==> src/rtl/alu_cmd_issuer.sv <==
`timescale 1ns/1ps
// ----------------------------------------------------------------------------
// alu_cmd_issuer
//
// Initiator-side controller for the registered 8-bit ALU. Accepts one
// operation over a valid/ready command port, drives the ALU operand/select
// inputs, captures the registered ALU result two cycles later and returns it
// with the command tag, an error code and a carry flag over a valid/ready
// response port. Exactly one operation is outstanding at any time.
//
// Ports:
//   clock       rising-edge clock, shared with the ALU
//   reset_n     synchronous active-low reset
//   cmd_valid   command request
//   cmd_ready   issuer can accept a command (IDLE only)
//   cmd_op      0000 add, 0001 sub, 0010 mul, 0011 div, others illegal
//   cmd_a/b     operands
//   cmd_tag     opaque tag, returned unchanged on rsp_tag
//   alu_a/b     ALU operand inputs, held between accepts
//   alu_sel     ALU select input, held between accepts
//   alu_out     ALU registered result
//   alu_carry   ALU registered carry (always the carry of A+B)
//   rsp_valid   response available
//   rsp_ready   response consumer ready
//   rsp_data    result (0 on error)
//   rsp_carry   carry, only ever set for add
//   rsp_err     00 ok, 01 illegal op, 10 divide by zero
//   rsp_tag     tag of the command
//   busy        high in any state other than IDLE
//   op_count    completed responses, wraps silently
// ----------------------------------------------------------------------------
module alu_cmd_issuer #(
  parameter int TAG_W = 4,
  parameter int CNT_W = 16
) (
  input  logic             clock,
  input  logic             reset_n,
  input  logic             cmd_valid,
  output logic             cmd_ready,
  input  logic [3:0]       cmd_op,
  input  logic [7:0]       cmd_a,
  input  logic [7:0]       cmd_b,
  input  logic [TAG_W-1:0] cmd_tag,
  output logic [7:0]       alu_a,
  output logic [7:0]       alu_b,
  output logic [3:0]       alu_sel,
  input  logic [7:0]       alu_out,
  input  logic             alu_carry,
  output logic             rsp_valid,
  input  logic             rsp_ready,
  output logic [7:0]       rsp_data,
  output logic             rsp_carry,
  output logic [1:0]       rsp_err,
  output logic [TAG_W-1:0] rsp_tag,
  output logic             busy,
  output logic [CNT_W-1:0] op_count
);

  typedef enum logic [1:0] {
    IDLE = 2'd0,
    EXEC = 2'd1,
    CAPT = 2'd2,
    RESP = 2'd3
  } state_t;

  localparam logic [3:0] OP_ADD = 4'b0000;
  localparam logic [3:0] OP_DIV = 4'b0011;
  localparam logic [1:0] ERR_OK = 2'b00;
  localparam logic [1:0] ERR_ILLEGAL = 2'b01;
  localparam logic [1:0] ERR_DIV0 = 2'b10;

  // Error is decided at accept time from the command itself, so the ALU's
  // undefined output for illegal/div-by-zero cases never has to be inspected.
  function automatic logic [1:0] calc_err(input logic [3:0] op, input logic [7:0] b);
    logic [1:0] e;
    if (op > OP_DIV) begin
      e = ERR_ILLEGAL;
    end else if ((op == OP_DIV) && (b == 8'h00)) begin
      e = ERR_DIV0;
    end else begin
      e = ERR_OK;
    end
    return e;
  endfunction

  state_t             state_r;
  state_t             state_s;
  logic               accept_s;
  logic               handshake_s;

  logic               cmd_ready_r;
  logic               busy_r;
  logic [7:0]         alu_a_r;
  logic [7:0]         alu_b_r;
  logic [3:0]         alu_sel_r;
  logic [1:0]         err_r;
  logic [TAG_W-1:0]   tag_r;
  logic               rsp_valid_r;
  logic [7:0]         rsp_data_r;
  logic               rsp_carry_r;
  logic [1:0]         rsp_err_r;
  logic [TAG_W-1:0]   rsp_tag_r;
  logic [CNT_W-1:0]   op_count_r;

  // State register.
  always_ff @(posedge clock) begin
    if (!reset_n) begin
      state_r <= IDLE;
    end else begin
      state_r <= state_s;
    end
  end

  // Next-state logic and the accept/handshake strobes.
  always_comb begin
    state_s     = state_r;
    accept_s    = 1'b0;
    handshake_s = 1'b0;
    case (state_r)
      IDLE: begin
        if (cmd_valid && cmd_ready_r) begin
          accept_s = 1'b1;
          state_s  = EXEC;
        end else begin
          state_s  = IDLE;
        end
      end
      // ALU inputs are stable; the ALU registers its result at this edge.
      EXEC: state_s = CAPT;
      // alu_out/alu_carry are valid this cycle and get captured.
      CAPT: state_s = RESP;
      RESP: begin
        if (rsp_valid_r && rsp_ready) begin
          handshake_s = 1'b1;
          state_s     = IDLE;
        end else begin
          state_s     = RESP;
        end
      end
      default: state_s = IDLE;
    endcase
  end

  // Datapath: operand issue, result capture, response holding and counter.
  always_ff @(posedge clock) begin
    if (!reset_n) begin
      cmd_ready_r <= 1'b0;
      busy_r      <= 1'b0;
      alu_a_r     <= 8'h00;
      alu_b_r     <= 8'h00;
      alu_sel_r   <= 4'h0;
      err_r       <= ERR_OK;
      tag_r       <= '0;
      rsp_valid_r <= 1'b0;
      rsp_data_r  <= 8'h00;
      rsp_carry_r <= 1'b0;
      rsp_err_r   <= ERR_OK;
      rsp_tag_r   <= '0;
      op_count_r  <= '0;
    end else begin
      // Registered from next state so ready/busy line up with the state.
      cmd_ready_r <= (state_s == IDLE);
      busy_r      <= (state_s != IDLE);

      if (accept_s) begin
        alu_a_r   <= cmd_a;
        alu_b_r   <= cmd_b;
        alu_sel_r <= cmd_op;
        err_r     <= calc_err(cmd_op, cmd_b);
        tag_r     <= cmd_tag;
      end

      if (state_r == CAPT) begin
        rsp_valid_r <= 1'b1;
        rsp_err_r   <= err_r;
        rsp_tag_r   <= tag_r;
        if (err_r == ERR_OK) begin
          rsp_data_r  <= alu_out;
          // The ALU carry is always that of A+B; only add may report it.
          rsp_carry_r <= (alu_sel_r == OP_ADD) ? alu_carry : 1'b0;
        end else begin
          rsp_data_r  <= 8'h00;
          rsp_carry_r <= 1'b0;
        end
      end

      if (handshake_s) begin
        rsp_valid_r <= 1'b0;
        op_count_r  <= op_count_r + CNT_W'(1);
      end
    end
  end

  assign cmd_ready = cmd_ready_r;
  assign busy      = busy_r;
  assign alu_a     = alu_a_r;
  assign alu_b     = alu_b_r;
  assign alu_sel   = alu_sel_r;
  assign rsp_valid = rsp_valid_r;
  assign rsp_data  = rsp_data_r;
  assign rsp_carry = rsp_carry_r;
  assign rsp_err   = rsp_err_r;
  assign rsp_tag   = rsp_tag_r;
  assign op_count  = op_count_r;

endmodule
==> config.mk <==
export PLATFORM = sky130hd
export DESIGN_NAME = alu_cmd_issuer
export DESIGN_NICKNAME = d
export VERILOG_FILES = /design/src/rtl/alu_cmd_issuer.sv
export SDC_FILE = /design/constraint.sdc
export NUM_CORES = 1
export LEC_CHECK = 0
export BUFFER_PORTS_ARGS = -buffer_cell sky130_fd_sc_hd__buf_2
export CAP_MARGIN = 40
export CORE_MARGIN = 1
export CORE_UTILIZATION = 43
export DETAILED_ROUTE_END_ITERATION = 16
export PLACE_DENSITY = 0.7
export SYNTH_ARGS = -nofsm -noshare
export SYNTH_HDL_FRONTEND = slang
export SYNTH_SLANG_ARGS = --single-unit
export TNS_END_PERCENT = 1
==> constraint.sdc <==
create_clock -name clock -period 1.55 [get_ports clock]
set_input_delay 0.465 -clock clock [delete_from_list [all_inputs] [get_ports clock]]
set_output_delay 0.465 -clock clock [all_outputs]
set_load 0.005 [all_outputs]
==> impl_metrics.py <==
metrics = {
    "yosys": {
        "syn_area_per_cell_um2": 8.33,
        "yosys.area.top_type": "dfxtp_1",
        "netlist_area_um2": 2370,
        "synthArstFlopShare": 0,
        "synth_nets": 322,
        "synth_ff_type": "dfxtp_1",
        "synth.distinct_cells": 30,
        "yosys_register_bits": 62,
        "synth_edf_count": 0,
        "ys_warn_count": 0,
        "yosysSeqAreaShare": 0.525,
        "synth_area_leaders": "dfxtp_1 52%, nand2_1 12%, a21oi_1 7.6%, nor2_1 3.6%, mux2i_1 2.5%",
        "synth_cells": 284,
        "synth_top_area_frac": 0.525,
    },
    "worst_setup_path": {
        "required_ns": 1.08,
        "cp-start-kind": "register",
        "critPathBufInv": 1,
        "crit_family": "flip-flops",
        "cp.arrival_ns": 1.01,
        "critPathMaxFanout": 7,
        "path_class": "register to output port",
        "crit_path_end_kind": "output port",
        "crit_chain": "buf_2",
        "crit_slowest_cell": "dfxtp_1",
        "slowest_delay_ns": 0.51,
    },
    "grt": {
        "use_met2": 0.299,
        "use_met3": 0.0419,
        "top_usage_layer": "met2",
        "grt_pass1_vias": 1971,
        "overflow": 0,
        "grt_pass1_wl_um": 9000,
        "grt.met1_usage": 0.253,
        "antenna_found_initial": 0,
        "grt_usage": 0.194,
        "grt_max_degree": 37,
    },
    "layout": {
        "syn2layout_area_growth_pct": 37.1,
        "drive_gt1_frac": 0.341,
        "fin_util": 0.623,
        "final_common_cell": "buf_2",
        "n_antenna_cell": 0,
        "mostFrequentLayoutCells": "90 x buf_2, 77 x nand2_1, 62 x dfxtp_1",
        "fin_nets": 432,
    },
    "clocking": {
        "clock_latency_ns": 0.33,
        "cts_sinks": 62,
        "clk_pin_slew_ns": 0.07,
        "htree_levels": 3,
        "root_buffer": "clkbuf_8",
        "max-clock-path-buffers": 2,
        "cts_inserted_buffers": 9,
        "cts_setup_buffers": 0,
        "cts_tree": "built",
    },
    "place": {
        "post-place-ws_ns": -0.109,
        "portBuffers": 90,
        "gp_congestion": 0.789,
        "hpwlAfterDp_um": 4000,
    },
    "sta": {
        "setup_ws_ns": 0.0753,
        "final-max-slew-violation-count": 0,
        "hold_ws_ns": 0.364,
        "final_hold_viol_count": 0,
        "max_clock_freq_mhz": 678,
        "min_period_ns": 1.47,
        "period_share": 0.951,
        "final-setup-viol-count": 0,
        "skew_ns": 0.0107,
        "slew-limit-headroom": 0.665,
        "worstMarginPinSlew_ns": 0.500,
        "rsz0062_at_grt": "false",
    },
    "floorplan": {
        "die_area_um2": 5800,
        "pin_count": 91,
        "core-area_um2": 5200,
        "die_h_um": 76.2,
        "start_util": 0.455,
        "rows": 26,
        "die_x_um": 76.2,
    },
    "drt": {
        "vias_per_cell": 4.86,
        "avgRoutedWirePerCell_um": 11.7,
        "vias": 2277,
        "totalWireLength_um": 5470,
        "drc": 0,
        "drt-pass1-iter-count": 4,
        "postRouteAntennaNets": 0,
        "drt_iter0_drc": 79,
    },
    "run_status": {
        "status": "completed",
    },
    "power": {
        "ir_drop_uv": 659,
        "p_sw_frac": 0.237,
        "power_frac_comb": 0.106,
        "pwr-share-clk": 0.420,
        "seqPwrFrac": 0.474,
        "p_int_w": 0.00274,
        "leakage_nw": 1.47,
        "power.switching_w": 0.000854,
        "powerDensity_nw_per_um2": 1110,
        "finalPower_w": 0.00360,
    },
    "flow_run": {
        "drv_cap": 0,
    },
    "worst_hold_path": {
        "min_path_type": "primary input to register",
    },
}
## per-layer routing
metal	vias up	wire length, µm	part of all wire
met5	-	0	0
met4	0	91	0.017
met3	8	268	0.049
met2	68	2510	0.46
met1	1019	2600	0.48
li1	1182	-	-
## state kept, by name, summed over array words and instances, names as in the netlist
signal	count
rsp_err	2
state_r	2
alu_a	8
err_r	2
alu_b	8
rsp_tag	4
tag_r	4
op_count	16
rsp_valid	1
rsp_carry	1
busy	1
rsp_data	8
alu_sel	4
cmd_ready	1
## logic make-up (layout without fill, tap and decap cells)
family	Yosys count	in the layout	share of synthesized area
fa+ha+maj	1	1	0.00529
buf+inv	18	133	0.0328
compound gates	47	47	0.110
mux	6	6	0.0254
simple gates	143	143	0.276
flops	62	62	0.525
xor+xnor	7	7	0.0259
## cell type report
class	instances	area, µm²
timing repair buffer	115	638
clock inverter	6	86.3
tap	70	87.6
multi-input combinational	204	1050
inverter	2	7.51
fill	516	1960
clock buffer	10	128
sequential	62	1240
## cells in the mapped netlist, drive strengths merged, types with 2 or more instances
library cell,n
a21oi,36
xor2,2
nand3,11
nor3,7
nor4,5
a22oi,8
nand2,77
mux2i,6
or4,2
nand4,6
dfxtp,62
xnor2,5
nor2,23
clkbuf,12
and3,3
nand2b,7
buf,4
## power groups by stage
stage	Combinational [W]	Sequential [W]	Clock, W
5_1_grt	0.000430	0.00172	0.00162
3_3_place_gp	0.000381	0.00174	0
4_1_cts	0.000386	0.00171	0.00154
3_5_place_dp	0.000385	0.00174	0
6_report	0.000382	0.00171	0.00151
2_1_floorplan	0.000184	0.00175	0
## per-stage QoR
step,cells,setup TNS (ns),instance area [µm²]
after floorplan,284,0,2370
after global placement,453,-0.0829,3020
after detailed placement,453,-0.178,3020
after CTS,469,0,3240
after global routing,469,0,3240
final,469,0,3240
## repair_timing
action	in CTS	in global routing
endpoints found under the setup margin	0	19
resized for setup	0	2
hold buffers	0	0
## worst paths after layout
path                                      to  cells past startpoint   startpoint  slack (ns)
worst max-delay path             op_count[2]                      1  op_count[2]        0.08
worst min-delay path                alu_a[1]                      3     cmd_a[1]        0.36
worst max register to register  op_count[10]                      4   state_r[1]        0.10
worst min register to register      alu_b[1]                      2     alu_b[1]        0.45
Note: power is estimated with default switching activity, not from simulation.
